## config.mk

```make
export PLATFORM = sky130hd
export DESIGN_NAME = kalman_gain_div
export DESIGN_NICKNAME = d
export VERILOG_FILES = /design/src/rtl/kalman_pkg.sv /design/src/rtl/kalman_frac_div.sv /design/src/rtl/kalman_gain_div.sv
export SDC_FILE = /design/constraint.sdc
export NUM_CORES = 1
export LEC_CHECK = 0
export CAP_MARGIN = 20
export CORE_MARGIN = 4
export CORE_UTILIZATION = 50
export DETAILED_ROUTE_END_ITERATION = 8
export GPL_TIMING_DRIVEN = 0
export PLACE_DENSITY = 0.72
export SETUP_SLACK_MARGIN = 0.4
export SLEW_MARGIN = 30
export SYNTH_ARGS = -nofsm -noshare
export SYNTH_HDL_FRONTEND = slang
export SYNTH_HIERARCHICAL = 1
export SYNTH_SLANG_ARGS = --single-unit
```

## constraint.sdc

```tcl
create_clock -name clk -period 9.42 [get_ports clk]
set_clock_uncertainty 0.2 [all_clocks]
set_input_delay 0.942 -clock clk [delete_from_list [all_inputs] [get_ports clk]]
set_output_delay 0.942 -clock clk [all_outputs]
set_load 0.03 [all_outputs]
```

## src/rtl/kalman_pkg.sv

```systemverilog
// kalman_pkg: shared widths, gain clamp value and FSM states for the Kalman-gain stage
package kalman_pkg;
  localparam int P_W = 23;
  localparam int K_W = 13;
  localparam int FRAC = 13;
  localparam logic [K_W-1:0] K_MAX = 13'h1FFF;
  typedef enum logic [2:0] {IDLE, SETUP, DIV0, DIV1, DONE} kg_state_t;
endpackage

```

## src/rtl/kalman_frac_div.sv

```systemverilog
// kalman_frac_div: serial restoring divider producing one fraction bit of num/den per step
module kalman_frac_div
  import kalman_pkg::*;
#(
  parameter int P_W = kalman_pkg::P_W,
  parameter int K_W = kalman_pkg::K_W
) (
  input  logic           clk,
  input  logic           n_rst,
  input  logic           load,
  input  logic           step,
  input  logic [P_W-1:0] num,
  input  logic [P_W:0]   den,
  output logic [K_W-1:0] q_nxt
);
  logic [P_W+1:0] rem, rs, rd;
  logic [K_W-1:0] q;
  logic ge;
  assign rs = {rem[P_W:0], 1'b0};
  assign ge = rs >= {1'b0, den};
  assign rd = ge ? rs - {1'b0, den} : rs;
  // q_nxt exposes the quotient including this cycle's bit, so the last bit can be consumed on the reload edge
  assign q_nxt = {q[K_W-2:0], ge};
  always_ff @(posedge clk or negedge n_rst) begin
    if (!n_rst) begin
      rem <= '0;
      q <= '0;
    end else if (load) begin
      rem <= {2'b00, num};
      q <= '0;
    end else if (step) begin
      rem <= rd;
      q <= q_nxt;
    end
  end
endmodule

```

## src/rtl/kalman_gain_div.sv

```systemverilog
// kalman_gain_div: K0 = P00/(P00+R), K1 = P10/(P00+R) as Q0.13 gains from one shared serial divider
module kalman_gain_div #(
  parameter int P_W = kalman_pkg::P_W,
  parameter int K_W = kalman_pkg::K_W
) (
  input  logic           clk,
  input  logic           n_rst,
  input  logic           start,
  input  logic [P_W-1:0] P00_in,
  input  logic [P_W-1:0] P10_in,
  input  logic [P_W-1:0] R_in,
  output logic           busy,
  output logic           done,
  output logic [K_W-1:0] K0_out,
  output logic [K_W-1:0] K1_out,
  output logic           sat,
  output logic           div_zero
);
  import kalman_pkg::*;
  kg_state_t st, st_nxt;
  logic [3:0] cnt;
  logic [P_W-1:0] p00, p10, rr, num;
  logic [P_W:0] s, s_sum;
  logic [K_W-1:0] q0, qn;
  logic z, s0, s1, last, load, step;
  assign s_sum = {1'b0, p00} + {1'b0, rr};
  assign last = cnt == 4'd12;
  always_comb begin
    st_nxt = (st == IDLE && start) ? SETUP :
             (st == SETUP) ? DIV0 :
             (st == DIV0 && last) ? DIV1 :
             (st == DIV1 && last) ? DONE :
             (st == DONE) ? IDLE : st;
    busy = st == SETUP || st == DIV0 || st == DIV1;
    done = st == DONE;
    step = st == DIV0 || st == DIV1;
    load = st == SETUP || (st == DIV0 && last);
    num = st == SETUP ? p00 : p10;
  end
  always_ff @(posedge clk or negedge n_rst) begin
    if (!n_rst) st <= IDLE;
    else st <= st_nxt;
  end
  kalman_frac_div #(.P_W(P_W), .K_W(K_W)) u_div (
    .clk(clk),
    .n_rst(n_rst),
    .load(load),
    .step(step),
    .num(num),
    .den(s),
    .q_nxt(qn)
  );
  // iterations always run to completion; flags only override the final register
  always_ff @(posedge clk or negedge n_rst) begin
    if (!n_rst) begin
      cnt <= '0;
      p00 <= '0;
      p10 <= '0;
      rr <= '0;
      s <= '0;
      z <= 1'b0;
      s0 <= 1'b0;
      s1 <= 1'b0;
      q0 <= '0;
      K0_out <= '0;
      K1_out <= '0;
      sat <= 1'b0;
      div_zero <= 1'b0;
    end else begin
      cnt <= step ? (last ? 4'd0 : cnt + 4'd1) : cnt;
      if (st == IDLE && start) begin
        p00 <= P00_in;
        p10 <= P10_in;
        rr <= R_in;
      end
      if (st == SETUP) begin
        s <= s_sum;
        z <= s_sum == '0;
        s0 <= {1'b0, p00} >= s_sum;
        s1 <= {1'b0, p10} >= s_sum;
      end
      if (st == DIV0 && last) q0 <= qn;
      if (st == DIV1 && last) begin
        K0_out <= z ? '0 : s0 ? {K_W{1'b1}} : q0;
        K1_out <= z ? '0 : s1 ? {K_W{1'b1}} : qn;
        sat <= !z && (s0 || s1);
        div_zero <= z;
      end
    end
  end
endmodule

```

==> results of run 1 <==
==> worst max path at each step <==
stage,endpoint,slack [ps],depth (start not counted),startpoint
floorplan,s0,4910,16,p00[1]
global placement,p00[2],-280,1,n_rst
detailed placement,s0,4370,18,p00[0]
CTS,s0,4350,18,p00[0]
global route,s0,4040,16,p00[2]
finish,s0,4290,18,p00[0]
==> metrics by stage <==
stage / std cells / hold slack, ps / setup slack, ps
3_5_place_dp: 1579 / 265 / 4370
6_report: 1611 / 206 / 4290
5_1_grt: 1611 / 224 / 4040
3_3_place_gp: 1577 / 263 / -284
2_1_floorplan: 1191 / 250 / 4910
4_1_cts: 1611 / 219 / 4350
==> per-layer routing <==
layer / wire length (um) / GRT usage (%) / up-vias / part of all wire [%]
met5: 0 / 0 / - / 0
met4: 648 / 6.79 / 0 / 2.2
met3: 1180 / 2.95 / 42 / 4.1
met2: 13600 / 37.7 / 244 / 47
met1: 13400 / 32.2 / 4520 / 46
li1: - / - / 4539 / -
==> state kept, by name, indices dropped and copies added, names as in the netlist, 3 cells and up <==
| name | count |
|---|---|
| p00 | 23 |
| rr | 23 |
| K1_out | 13 |
| s | 24 |
| u_div/rem | 24 |
| st | 3 |
| p10 | 23 |
| u_div/q | 12 |
| q0 | 13 |
| K0_out | 13 |
| cnt | 4 |
==> final cells by class <==
type / count / area share [%]
multi-input combinational: 903 / 47.7
sequential: 180 / 33.4
timing repair buffer: 103 / 7.93
clock buffer: 17 / 3.15
tap: 285 / 2.64
buffer: 57 / 2.43
inverter: 51 / 1.42
clock inverter: 15 / 1.35
==> placed cells by master (no fill, tap or decap), types with 23 or more instances in the layout <==
| master | Yosys | layout |
|---|---|---|
| a21oi_1 | 64 | 64 |
| clkbuf_1 | 40 | 40 |
| clkdlybuf4s50_1 | 0 | 100 |
| dfrtp_1 | 180 | 180 |
| ha_1 | 93 | 93 |
| inv_1 | 50 | 50 |
| mux2_2 | 79 | 79 |
| mux2i_1 | 31 | 31 |
| nand2_1 | 167 | 167 |
| nor2_1 | 76 | 76 |
| o21ai_0 | 59 | 59 |
| o21ai_1 | 23 | 23 |
| o31ai_1 | 32 | 32 |
==> logic make-up (layout without fill, tap and decap cells) <==
kind of cell	after synthesis	after routing
simple gates	363	363
compound gates	299	299
flops	180	180
mux	111	111
buf+inv	108	243
fa+ha+maj	97	97
xor+xnor	33	33
==> impl_metrics.yaml, run 1 <==
status:
  status: "finished clean"
synthesis:
  synth_top_family_by_area: "compound AO/OA/AOI/OAI gates"
  ys_ff_latch: 180
  synth_xor_area_share_pct: 2.52
  yosys-mux-area-fraction_pct: 10.6
  synth_flop_cell: "dfrtp_1"
  synthAdderAreaFrac_pct: 10.7
  synth_area_leaders: "dfrtp_1 (39%), ha_1 (10%), mux2_2 (7.8%)"
  synth_area_sq_um: 11500
  synth-edff-count: 0
  synth_common_cells: "dfrtp_1 (180), nand2_1 (167), ha_1 (93), mux2_2 (79), nor2_1 (76)"
  ys_types: 98
  yosysSeqAreaShare_pct: 39.3
  synth.avg_cell_area_sq_um: 9.62
  synth_compound_area_share_pct: 17.4
  synth_top_cell_by_area: "dfrtp_1"
  yosysMostFrequentCell: "dfrtp_1"
  synth-async-reset-ratio_pct: 100
  synth_warnings: 6
  synth-simple-area-share_pct: 15.0
  post-synth-top-area-fraction_pct: 39.3
  syn_nets: 1358
  netlist_instances: 1191
placement:
  io_buffers: 101
  gp_congestion: 0.872
  hpwlAfterDp_mm: 22.9
  place_area_sq_um: 12900
detailed_routing:
  num_vias: 9345
  drt_iter0_drc: 743
  routedWlPerCell_um: 17.9
  drc: 0
  routed_wl_mm: 28.9
  drt_pass1_iterations: 6
  viasPerCell: 5.80
  antenna_left: 0
cts:
  cts_setup_buffers: 0
  cts_buffers: 17
  clk_pin_slew_worst_paths_ps: 80
  clockBufferDepth: 2
  cts-root-buf: "clkbuf_16"
  cts_hold_buf: 0
  post_cts_resized: 0
  h-tree-depth: 4
  clkLatencyLatePin_ps: 440
  cts.sinks: 180
  tritoncts: "yes"
setup_path:
  worstReg2RegEnd: "s0"
  crit_buf_inv: 1
  crit_arrival_ps: 5200
  critical_path_class: "flop to flop"
  worstRegToRegCells: 18
  required_ps: 9500
  worst_setup_path_start_kind: "flop"
  cpPeakStageDelay_ps: 450
  cp_slowest_cell: "o311ai_0"
  rr_startpoint: "p00[0]"
  critPathCaptureType: "flop"
  cp_top_family: "compound AO/OA/AOI/OAI gates"
  crit_path_cell_trace: "ha_1, inv_1, fa_1, nor2b_1, o31ai_1, a21boi_0, o311ai_0, a21boi_0, or2_2, ha_1, a21o_1, a21o_1, a21oi_1, o211ai_1, a221o_1, maj3_1, a2111oi_0, o31ai_1"
  r2r_setup_slack_ps: 4290
  crit_fanout: 4
global_route:
  antenna_found_initial: 0
  track_usage_pct: 23.0
  grt.overflow.total: 0
  grt_first_pass_wirelength_mm: 47.9
  grt_pass1_vias: 9168
  grt_max_degree: 78
timing:
  period_share_pct: 54.4
  rsz0062_at_grt: "false"
  fin_setup_tns_ps: 0
  hold_viol: 0
  slew-limit-headroom_pct: 51.8
  tightest_slew_ps: 723
  setup_violations: 0
  finalMaxSlewViolations: 0
  period_minus_slack_ps: 5130
  max_freq_mhz: 195
finish:
  fill_cells: 1923
  area.growth.synth_to_final_pct: 17.9
  nets: 1480
  multi_input_area_sq_um: 6440
  final_util_pct: 59.8
  diodes: 0
  drive_gt1_share_pct: 12.2
  register_area_sq_um: 4500
  final_area_sq_um: 13500
worst_hold_path:
  worstHoldPathType: "primary input to async pin"
floorplanning:
  core_sq_um: 22600
  row_count: 55
  num_io_pins: 102
  die_area_sq_um: 25400
  initial_core_util_pct: 50.7
  dieWidth_um: 159
  die_h_um: 159
run:
  maxCapViolations: 0
Power of run 1 is left out: the tool's default activity adds up to more than one toggle a clock period on the data nets, which glitch-free logic cannot reach.
==> run 2, diff against run 1 <==
==> constraint.sdc (replaced) <==
create_clock -name clk -period 5.2 [get_ports clk]
set_clock_uncertainty 0.2 [all_clocks]
set_input_delay 0.52 -clock clk [delete_from_list [all_inputs] [get_ports clk]]
set_output_delay 0.52 -clock clk [all_outputs]
set_load 0.03 [all_outputs]
==> run 2 against run 1 <==
Compared with the run above:
- routed wire length grew 0.91%
- final cell count increased by 0.43%
- via count down 0.16%
- core utilization rose by 0.71 points
- setup slack worse by 3700 ps
- die area unchanged
- cell area is 1.2% higher
- worst hold slack improved by 75 ps
- critical path type unchanged
==> impl_metrics.yaml, run 2 (synthesis results as in run 1) <==
detailed_routing:
  routedWlPerCell_um: 18.0
  drt_iter0_drc: 812
  routed_wl_mm: 29.1
  drt_pass1_iterations: 5
  antenna_left: 0
  drc: 0
  num_vias: 9330
  viasPerCell: 5.77
setup_path:
  crit_arrival_ps: 4750
  critPathCaptureType: "flop"
  required_ps: 5310
  critical_path_class: "flop to flop"
  crit_fanout: 3
  worst_setup_path_start_kind: "flop"
floorplanning:
  die_h_um: 159
  initial_core_util_pct: 50.7
  die_area_sq_um: 25400
  core_sq_um: 22600
  row_count: 55
  num_io_pins: 102
  dieWidth_um: 159
global_route:
  grt_max_degree: 78
  grt_pass1_vias: 9212
  track_usage_pct: 23.0
  grt_first_pass_wirelength_mm: 48.0
  antenna_found_initial: 0
  grt.overflow.total: 0
cts:
  cts_buffers: 17
  clkLatencyLatePin_ps: 440
  clockBufferDepth: 2
  cts.sinks: 180
  tritoncts: "yes"
  h-tree-depth: 4
  clk_pin_slew_worst_paths_ps: 80
  cts-root-buf: "clkbuf_16"
run:
  maxCapViolations: 0
finish:
  diodes: 0
  nets: 1487
  final_cell_mix: "dfrtp_1 (180), nand2_1 (167), clkdlybuf4s50_1 (100), ha_1 (90), mux2_2 (79)"
  layout_commonest_cell: "dfrtp_1"
  fill_cells: 1902
  drive_gt1_share_pct: 13.7
  reg.largest.list: "s (24), u_div/rem (24)"
  area.growth.synth_to_final_pct: 19.3
  final_util_pct: 60.5
timing:
  period_minus_slack_ps: 4650
  setup_violations: 0
  slew-limit-headroom_pct: 51.9
  hold_viol: 0
  finalMaxSlewViolations: 0
  fin_ws_ps: 553
  period_share_pct: 89.4
  rsz0062_at_grt: "false"
  max_freq_mhz: 215
  tightest_slew_ps: 721
status:
  status: "finished clean"
placement:
  gp_congestion: 0.872
  pre_cts_ws_ps: 146
  hpwlAfterDp_mm: 22.9
  io_buffers: 101
worst_hold_path:
  worstHoldPathType: "flop to flop"
-- run 2: changes by cell type in the layout (fill, tap and decap cells not counted), moves of 2 or more --
cell | before | now
o21ai_2 | 1 | 3
ha_1 | 93 | 90
buf_4 | 3 | 9
a2111oi_0 | 5 | 3
o31ai_1 | 32 | 30
a2111oi_4 | 0 | 2
ha_2 | 0 | 3
-- run 2: through the flow --
step / hold WS [ps] / cells / area (sq um) / TNS (ps)
finish: 281 / 1618 / 13700 / 0
global route: 302 / 1618 / 13700 / 0
CTS: 283 / 1613 / 13600 / 0
detailed placement: 261 / 1579 / 12900 / 0
global placement: 263 / 1577 / 12800 / -732190
floorplan: 24.4 / 1191 / 11500 / 0
-- run 2: cell type report --
cell class,instances,area (sq um),area share [%]
buffer,57,328,2.40
clock buffer,17,425,3.11
clock inverter,15,183,1.34
inverter,51,191,1.40
multi-input combinational,903,6550,47.9
sequential,180,4500,33.0
tap,285,357,2.61
timing repair buffer,110,1130,8.24
-- run 2: per-layer routing --
metal	GRT usage, %	vias to the layer above	routed length, um
met2	37.4	253	13700
met1	32.2	4495	13500
met3	2.98	44	1160
met5	0	-	0
li1	-	4538	-
met4	7.61	0	739
-- run 2: what timing repair did --
item / in CTS / in global routing
setup endpoints to repair: 2 / 2
pin swaps: 3 / 4
hold buffers: 1 / 0
buffers inserted: 1 / 5
endpoints found under the hold margin: 50 / 0
gates resized for setup: 8 / 15
-- run 2: path summary, 6_finish.rpt --
path,startpoint,endpoint,slack [ps],cells past startpoint
worst max-delay path,p00[0],s0,550,18
worst min-delay path,K0_out[9],K0_out[9],280,2
worst max register to register,p00[0],s0,550,18
worst min register to register,K0_out[9],K0_out[9],280,2
max in group asynchronous,n_rst,rr[10],3710,3
min in group asynchronous,n_rst,u_div/rem[22],380,2
-- run 2: worst max-delay path, stage by stage, from the launching register on --
cell	delay (ps)
dfrtp_1	390
ha_2	220
inv_1	60
fa_1	410
nor2b_2	200
o31a_1	220
o21ai_1	130
a21bo_2	230
nor3b_1	150
or2_2	340
ha_1	310
nand4_1	140
nor3_1	90
o41ai_2	60
o211ai_1	160
a221o_1	320
maj3_1	400
a2111oi_4	390
o31ai_4	110
Power of run 2 is left out for the same reason.
